## src/rtl/lsu_pkg.sv

```systemverilog
`default_nettype none
// ============================================================================
// Module      : lsu_pkg
// Description : Shared definitions for the load/store unit. Holds the RV32I
//               funct3 encodings, the FSM state type, the response error
//               codes and the request classification helper.
// Revision    : 1.0 - initial release
// ============================================================================
package lsu_pkg;

    // Load funct3 encodings
    localparam logic [2:0] c_F3_LB  = 3'd0;
    localparam logic [2:0] c_F3_LH  = 3'd1;
    localparam logic [2:0] c_F3_LW  = 3'd2;
    localparam logic [2:0] c_F3_LBU = 3'd4;
    localparam logic [2:0] c_F3_LHU = 3'd5;

    // Store funct3 encodings
    localparam logic [2:0] c_F3_SB  = 3'd0;
    localparam logic [2:0] c_F3_SH  = 3'd1;
    localparam logic [2:0] c_F3_SW  = 3'd2;

    typedef enum logic [1:0] {
        ST_IDLE  = 2'd0,
        ST_READ  = 2'd1,
        ST_WRITE = 2'd2,
        ST_RESP  = 2'd3
    } lsu_state_e;

    typedef enum logic [1:0] {
        ERR_OK       = 2'b00,
        ERR_MISALIGN = 2'b01,
        ERR_FAULT    = 2'b10,
        ERR_ILLEGAL  = 2'b11
    } lsu_err_e;

    // Classify a request; illegal beats misaligned beats access fault.
    // funct3[1:0] gives the access size for every legal encoding
    // (00 byte, 01 half, 10 word).
    function automatic lsu_err_e classify(
        input logic       we,
        input logic [2:0] funct3,
        input logic [1:0] offset,
        input logic       fault
    );
        logic     illegal;
        logic     misaligned;
        lsu_err_e result;
        illegal    = we ? (funct3 > c_F3_SW)
                        : (funct3 == 3'd3 || funct3 == 3'd6 || funct3 == 3'd7);
        misaligned = (funct3[1:0] == 2'b01 && offset[0])
                  || (funct3[1:0] == 2'b10 && offset != 2'b00);
        if (illegal)         result = ERR_ILLEGAL;
        else if (misaligned) result = ERR_MISALIGN;
        else if (fault)      result = ERR_FAULT;
        else                 result = ERR_OK;
        return result;
    endfunction

endpackage
`default_nettype wire

```

## src/rtl/lsu_lane.sv

```systemverilog
`default_nettype none
// ============================================================================
// Module      : lsu_lane
// Description : Combinational byte/half lane logic. Extracts and extends the
//               addressed lane of a memory word for loads, and merges store
//               data into a memory word for sub-word stores.
// Revision    : 1.0 - initial release
// Ports       : i_word      - memory word being read
//               i_offset    - byte offset inside the word
//               i_funct3    - RV32I funct3 of the access
//               i_sdata     - store data (low byte/half used for SB/SH)
//               o_load_data - extended load result
//               o_merged    - word to write back for SB/SH/SW
// ============================================================================
module lsu_lane
    import lsu_pkg::*;
(
    input  logic [31:0] i_word,
    input  logic [1:0]  i_offset,
    input  logic [2:0]  i_funct3,
    input  logic [31:0] i_sdata,
    output logic [31:0] o_load_data,
    output logic [31:0] o_merged
);

    logic [7:0]  w_byte;
    logic [15:0] w_half;

    always_comb begin
        case (i_offset)
            2'd0:    w_byte = i_word[7:0];
            2'd1:    w_byte = i_word[15:8];
            2'd2:    w_byte = i_word[23:16];
            default: w_byte = i_word[31:24];
        endcase
        w_half = i_offset[1] ? i_word[31:16] : i_word[15:0];
    end

    always_comb begin
        case (i_funct3)
            c_F3_LB:  o_load_data = {{24{w_byte[7]}}, w_byte};
            c_F3_LH:  o_load_data = {{16{w_half[15]}}, w_half};
            c_F3_LW:  o_load_data = i_word;
            c_F3_LBU: o_load_data = {24'd0, w_byte};
            c_F3_LHU: o_load_data = {16'd0, w_half};
            default:  o_load_data = 32'd0;
        endcase
    end

    // The memory has no byte enables, so sub-word stores rewrite the
    // whole word with the untouched lanes taken from the read value.
    always_comb begin
        o_merged = i_word;
        case (i_funct3)
            c_F3_SB: begin
                case (i_offset)
                    2'd0:    o_merged[7:0]   = i_sdata[7:0];
                    2'd1:    o_merged[15:8]  = i_sdata[7:0];
                    2'd2:    o_merged[23:16] = i_sdata[7:0];
                    default: o_merged[31:24] = i_sdata[7:0];
                endcase
            end
            c_F3_SH: begin
                if (i_offset[1]) o_merged[31:16] = i_sdata[15:0];
                else             o_merged[15:0]  = i_sdata[15:0];
            end
            default: o_merged = i_sdata;
        endcase
    end

endmodule
`default_nettype wire

```

## src/rtl/load_store_unit.sv

```systemverilog
`default_nettype none
// ============================================================================
// Module      : load_store_unit
// Description : Initiator side of a single-port word-addressed data memory.
//               Accepts RV32I loads/stores over valid/ready, performs
//               alignment/range/funct3 checks, lane extraction with
//               extension, read-modify-write for SB/SH, and returns one
//               response per request over valid/ready.
// Revision    : 1.0 - initial release
// Ports       : clk, rst (async, active-high)
//               req_*  - request channel from execute stage
//               rsp_*  - response channel back to execute stage
//               mem_*  - data memory (combinational read data)
// ============================================================================
module load_store_unit
    import lsu_pkg::*;
#(
    parameter int          ADDR_W    = 5,
    parameter logic [31:0] BASE_ADDR = 32'h0000_0000
) (
    input  logic              clk,
    input  logic              rst,
    input  logic              req_valid,
    output logic              req_ready,
    input  logic              req_we,
    input  logic [2:0]        req_funct3,
    input  logic [31:0]       req_addr,
    input  logic [31:0]       req_wdata,
    output logic              rsp_valid,
    input  logic              rsp_ready,
    output logic [31:0]       rsp_rdata,
    output logic [1:0]        rsp_err,
    output logic [ADDR_W-1:0] mem_write_addr,
    output logic [31:0]       mem_write_data,
    output logic              mem_we,
    output logic [ADDR_W-1:0] mem_read_addr,
    input  logic [31:0]       mem_read_data
);

    lsu_state_e        state_q,     state_d;
    logic              we_q,        we_d;
    logic [2:0]        funct3_q,    funct3_d;
    logic [1:0]        off_q,       off_d;
    logic [ADDR_W-1:0] idx_q,       idx_d;
    logic [31:0]       wdata_q,     wdata_d;
    logic              rsp_valid_q, rsp_valid_d;
    logic [31:0]       rsp_rdata_q, rsp_rdata_d;
    lsu_err_e          rsp_err_q,   rsp_err_d;
    logic              mem_we_q,    mem_we_d;
    logic [ADDR_W-1:0] waddr_q,     waddr_d;
    logic [31:0]       wdata_mem_q, wdata_mem_d;
    logic [ADDR_W-1:0] raddr_q,     raddr_d;

    logic              w_fault;
    lsu_err_e          w_err;
    logic [31:0]       w_load_data;
    logic [31:0]       w_merged;

    // Anything outside the aligned window of 2**ADDR_W words is a fault.
    assign w_fault = (req_addr[31:ADDR_W+2] != BASE_ADDR[31:ADDR_W+2]);
    assign w_err   = classify(req_we, req_funct3, req_addr[1:0], w_fault);

    lsu_lane u_lane (
        .i_word      (mem_read_data),
        .i_offset    (off_q),
        .i_funct3    (funct3_q),
        .i_sdata     (wdata_q),
        .o_load_data (w_load_data),
        .o_merged    (w_merged)
    );

    always_comb begin
        state_d     = state_q;
        we_d        = we_q;
        funct3_d    = funct3_q;
        off_d       = off_q;
        idx_d       = idx_q;
        wdata_d     = wdata_q;
        rsp_valid_d = rsp_valid_q;
        rsp_rdata_d = rsp_rdata_q;
        rsp_err_d   = rsp_err_q;
        mem_we_d    = 1'b0;
        waddr_d     = waddr_q;
        wdata_mem_d = wdata_mem_q;
        raddr_d     = raddr_q;

        case (state_q)
            ST_IDLE: begin
                if (req_valid) begin
                    we_d     = req_we;
                    funct3_d = req_funct3;
                    off_d    = req_addr[1:0];
                    idx_d    = req_addr[ADDR_W+1:2];
                    wdata_d  = req_wdata;
                    if (w_err != ERR_OK) begin
                        state_d     = ST_RESP;
                        rsp_valid_d = 1'b1;
                        rsp_rdata_d = 32'd0;
                        rsp_err_d   = w_err;
                    end else begin
                        raddr_d = req_addr[ADDR_W+1:2];
                        if (req_we && req_funct3 == c_F3_SW) begin
                            // Full-word store needs no read; write next cycle.
                            state_d     = ST_WRITE;
                            mem_we_d    = 1'b1;
                            waddr_d     = req_addr[ADDR_W+1:2];
                            wdata_mem_d = req_wdata;
                        end else begin
                            state_d = ST_READ;
                        end
                    end
                end
            end
            ST_READ: begin
                if (!we_q) begin
                    state_d     = ST_RESP;
                    rsp_valid_d = 1'b1;
                    rsp_rdata_d = w_load_data;
                    rsp_err_d   = ERR_OK;
                end else begin
                    state_d     = ST_WRITE;
                    mem_we_d    = 1'b1;
                    waddr_d     = idx_q;
                    wdata_mem_d = w_merged;
                end
            end
            ST_WRITE: begin
                state_d     = ST_RESP;
                rsp_valid_d = 1'b1;
                rsp_rdata_d = 32'd0;
                rsp_err_d   = ERR_OK;
            end
            default: begin
                if (rsp_ready) begin
                    state_d     = ST_IDLE;
                    rsp_valid_d = 1'b0;
                end
            end
        endcase
    end

    always_ff @(posedge clk or posedge rst) begin
        if (rst) begin
            state_q     <= ST_IDLE;
            we_q        <= 1'b0;
            funct3_q    <= 3'd0;
            off_q       <= 2'd0;
            idx_q       <= '0;
            wdata_q     <= 32'd0;
            rsp_valid_q <= 1'b0;
            rsp_rdata_q <= 32'd0;
            rsp_err_q   <= ERR_OK;
            mem_we_q    <= 1'b0;
            waddr_q     <= '0;
            wdata_mem_q <= 32'd0;
            raddr_q     <= '0;
        end else begin
            state_q     <= state_d;
            we_q        <= we_d;
            funct3_q    <= funct3_d;
            off_q       <= off_d;
            idx_q       <= idx_d;
            wdata_q     <= wdata_d;
            rsp_valid_q <= rsp_valid_d;
            rsp_rdata_q <= rsp_rdata_d;
            rsp_err_q   <= rsp_err_d;
            mem_we_q    <= mem_we_d;
            waddr_q     <= waddr_d;
            wdata_mem_q <= wdata_mem_d;
            raddr_q     <= raddr_d;
        end
    end

    assign req_ready      = (state_q == ST_IDLE);
    assign rsp_valid      = rsp_valid_q;
    assign rsp_rdata      = rsp_rdata_q;
    assign rsp_err        = rsp_err_q;
    assign mem_we         = mem_we_q;
    assign mem_write_addr = waddr_q;
    assign mem_write_data = wdata_mem_q;
    assign mem_read_addr  = raddr_q;

endmodule
`default_nettype wire

```

## config.mk

```make
export PLATFORM = sky130hd
export DESIGN_NAME = load_store_unit
export DESIGN_NICKNAME = d
export VERILOG_FILES = /design/src/rtl/lsu_pkg.sv /design/src/rtl/lsu_lane.sv /design/src/rtl/load_store_unit.sv
export SDC_FILE = /design/constraint.sdc
export NUM_CORES = 1
export LEC_CHECK = 0
export BUFFER_PORTS_ARGS = -buffer_cell sky130_fd_sc_hd__buf_2
export CAP_MARGIN = 20
export CORE_ASPECT_RATIO = 1.2
export CORE_MARGIN = 1
export CORE_UTILIZATION = 48
export DETAILED_ROUTE_END_ITERATION = 6
export PLACE_DENSITY = 0.82
export SYNTH_ARGS = -nofsm -noshare
export SYNTH_HDL_FRONTEND = slang
export SYNTH_SLANG_ARGS = --single-unit
```

## constraint.sdc

```tcl
create_clock -name clk -period 3.23 [get_ports clk]
set_input_delay 0.1615 -clock clk [delete_from_list [all_inputs] [get_ports clk]]
set_output_delay 0.1615 -clock clk [all_outputs]
set_load 0.1 [all_outputs]
```

==> metrics.yaml <==
status: "finished with violations"
failed_checks: "design-rule violations"
cts_resized: 0
die-area_sq_um: 14800
dieWidth_um: 111
synth_warnings: 0
max_freq_mhz: 389
clkSinkCount: 123
clk_pin_slew_ns: 0.06
setup_violations: 0
crit_path_max_fanout: 30
critPathKind: "reg -> reg"
period_needed_ns: 2.57
antenna_found_initial: 0
ctsLongestPathBuffers: 2
maxCapViolCount: 0
grt_first_pass_wirelength_mm: 31.6
numCtsBuffers: 17
fin_skew_ns: 0.0107
vias_per_cell: 6.03
start_util_pct: 49.6
fin_crit_sh_pct: 79.6
core_area_sq_um: 13900
die_y_um: 133
place_area_sq_um: 7940
first_iter_violations: 654
holdCritPathClass: "in -> reg"
crit_arrival_ns: 2.87
cp-end-kind: "register"
wl_per_cell_um: 20.1
firstDrtPassIters: 7
antenna_left: 0
slew_violations: 0
tightest_slew_ns: 0.905
netlist_area_sq_um: 6880
synth_edf_count: 0
crit_required_ns: 3.53
drcViolationCount: 22
grt_start_max_net_pins: 72
path_cells: "inv_1 > ha_1 > buf_4 > inv_1 > o21ai_0 > nand2b_2 > buf_12 > mux2_2"
port_buffers: 182
critPathTopFamily: "buffers and inverters"
cp_slowest_cell: "dfrtp_1"
ys_seq_elements: 123
row_count: 47
grt_pass1_vias: 5860
areaGrowthSynthToFinish_pct: 29.7
cpMostUsedCell: "inv_1"
synth_cells: 614
hold_violations: 0
holdWs_ns: 0.00664
antenna_cells: 0
vias: 6039
synth_fp_nets: 722
cts_tree: "yes"
syn_area_per_cell_sq_um: 11.2
drt-total-wl_mm: 20.1
synth_flop_cell: "dfrtp_1"
track_usage_pct: 27.8
rsz0062_at_grt: "false"
fin_setup_tns_ns: 0
ctsHtreeMaxLevel: 4
drive_gt1_share_pct: 44.3
slew_headroom_pct: 39.4
critical_path.startpoint_type: "register"
slowest_delay_ns: 0.43
dpl.hpwl_mm: 14.2
async_flop_share_pct: 100
crit_buf_inv: 4
ys_seq_area_share_pct: 44.7
overflow: 0
clkLatencyLatePin_ns: 0.43
nets: 926
ioPinCount: 183
root_buffer: "clkbuf_16"
place_congestion: 0.871
final_area_sq_um: 8920
synth_cell_types: 53
[path summary, 6_finish.rpt]
check | startpoint | to | slack [ns] | cells past startpoint
worst max register to register | state_q[1] | mem_write_addr[2] | 0.66 | 8
worst min-delay path | req_wdata[17] | wdata_q[17] | 0.007 | 2
worst max-delay path | state_q[1] | mem_write_addr[2] | 0.66 | 8
worst min register to register | mem_write_data[28] | mem_write_data[28] | 0.50 | 1
min in group asynchronous | rst | mem_write_data[20] | 0.32 | 3
max in group asynchronous | rst | rsp_rdata[25] | 2.15 | 4
[through the flow]
stage	setup slack, ns	std cells	utilization [%]
floorplan	0.475	614	-
global placement	0.866	939	57.2
detailed placement	0.801	939	57.2
CTS	0.772	1002	64.3
global route	0.598	1002	64.3
finish	0.659	1002	64.3
[flip-flops by register name, summed over array words and instances, names as in the netlist]
| register | count |
|---|---|
| rsp_rdata | 32 |
| we_q | 1 |
| wdata_q | 32 |
| mem_read_addr | 5 |
| rsp_valid | 1 |
| idx_q | 5 |
| mem_write_addr | 5 |
| rsp_err | 2 |
| mem_write_data | 32 |
| funct3_q | 3 |
| off_q | 2 |
| state_q | 2 |
| mem_we | 1 |
[placed cells by master (no fill, tap or decap), types with 9 or more instances in the layout]
| cell | count |
|---|---|
| buf_2 | 182 |
| dlygate4sd3_1 | 31 |
| a211oi_1 | 10 |
| a221oi_1 | 12 |
| o21ai_0 | 20 |
| o211ai_1 | 9 |
| a22oi_1 | 16 |
| clkbuf_16 | 17 |
| buf_4 | 14 |
| mux2_4 | 29 |
| nand2_1 | 55 |
| a21oi_1 | 40 |
| dfrtp_1 | 123 |
| mux2_2 | 90 |
| inv_1 | 11 |
| mux4_2 | 9 |
| nor2_1 | 40 |
| a31oi_1 | 9 |
[cells in the mapped netlist (6+ instances only)]
| cell | instances | area, sq um |
|---|---|---|
| o21ai_0 | 20 | 100 |
| inv_1 | 12 | 45.0 |
| o31ai_1 | 7 | 52.6 |
| o311ai_0 | 7 | 61.3 |
| buf_2 | 7 | 35.0 |
| and3_1 | 8 | 50.1 |
| o211ai_1 | 9 | 67.6 |
| mux2i_1 | 8 | 80.1 |
| mux4_2 | 9 | 203 |
| nand2_1 | 56 | 210 |
| clkbuf_1 | 29 | 109 |
| a31oi_1 | 9 | 56.3 |
| a211oi_1 | 10 | 75.1 |
| a221oi_1 | 12 | 105 |
| buf_6 | 6 | 67.6 |
| mux2_4 | 29 | 435 |
| nor2_1 | 40 | 150 |
| mux2_2 | 90 | 1010 |
| a21oi_1 | 40 | 200 |
| a22oi_1 | 16 | 120 |
| dfrtp_1 | 123 | 3080 |
[worst register-to-register path: stages (launching register included)]
cell and delay (ns):
dfrtp_1 0.43, inv_1 0.13, ha_1 0.23, buf_4 0.32
inv_1 0.27, o21ai_0 0.28, nand2b_2 0.23, buf_12 0.24
mux2_2 0.32
[layout make-up]
| class | instances | area (sq um) |
|---|---|---|
| clock buffers | 21 | 460 |
| fillers | 1064 | 4950 |
| clock inverters | 11 | 215 |
| well taps | 171 | 214 |
| flip-flops and latches | 123 | 3080 |
| repair buffers | 229 | 1370 |
| inverters | 12 | 48.8 |
| multi-input cells | 435 | 3540 |
[per-layer routing]
layer / wire length, um / part of all wire, % / up-vias / global-route usage [%]
met5: 0 / 0 / - / 0
met4: 482 / 2.4 / 0 / 9.31
met3: 1640 / 8.1 / 32 / 6.92
met2: 9960 / 49 / 338 / 47.0
met1: 8050 / 40 / 2959 / 34.7
li1: - / - / 2710 / -
[repair_timing]
item	4_1_cts	5_1_grt
hold endpoints to repair	50	0
setup buffers	0	0
hold buffers	31	0
endpoints found under the setup margin	0	0
[logic make-up (layout without fill, tap and decap cells)]
kind of cell / count (synthesis) / after routing / share of synthesized area, %
buffers and inverters: 56 / 273 / 3.89
and+or+nand+nor: 138 / 138 / 9.65
adders and majority gates: 4 / 4 / 0.727
DFF: 123 / 123 / 44.7
muxes: 136 / 136 / 25.2
xor gates and xnor gates: 1 / 1 / 0.127
AOI/OAI and AO/OA: 156 / 156 / 15.7
Power is left out: the tool's default activity adds up to more than one toggle a clock period on the data nets, which glitch-free logic cannot reach.
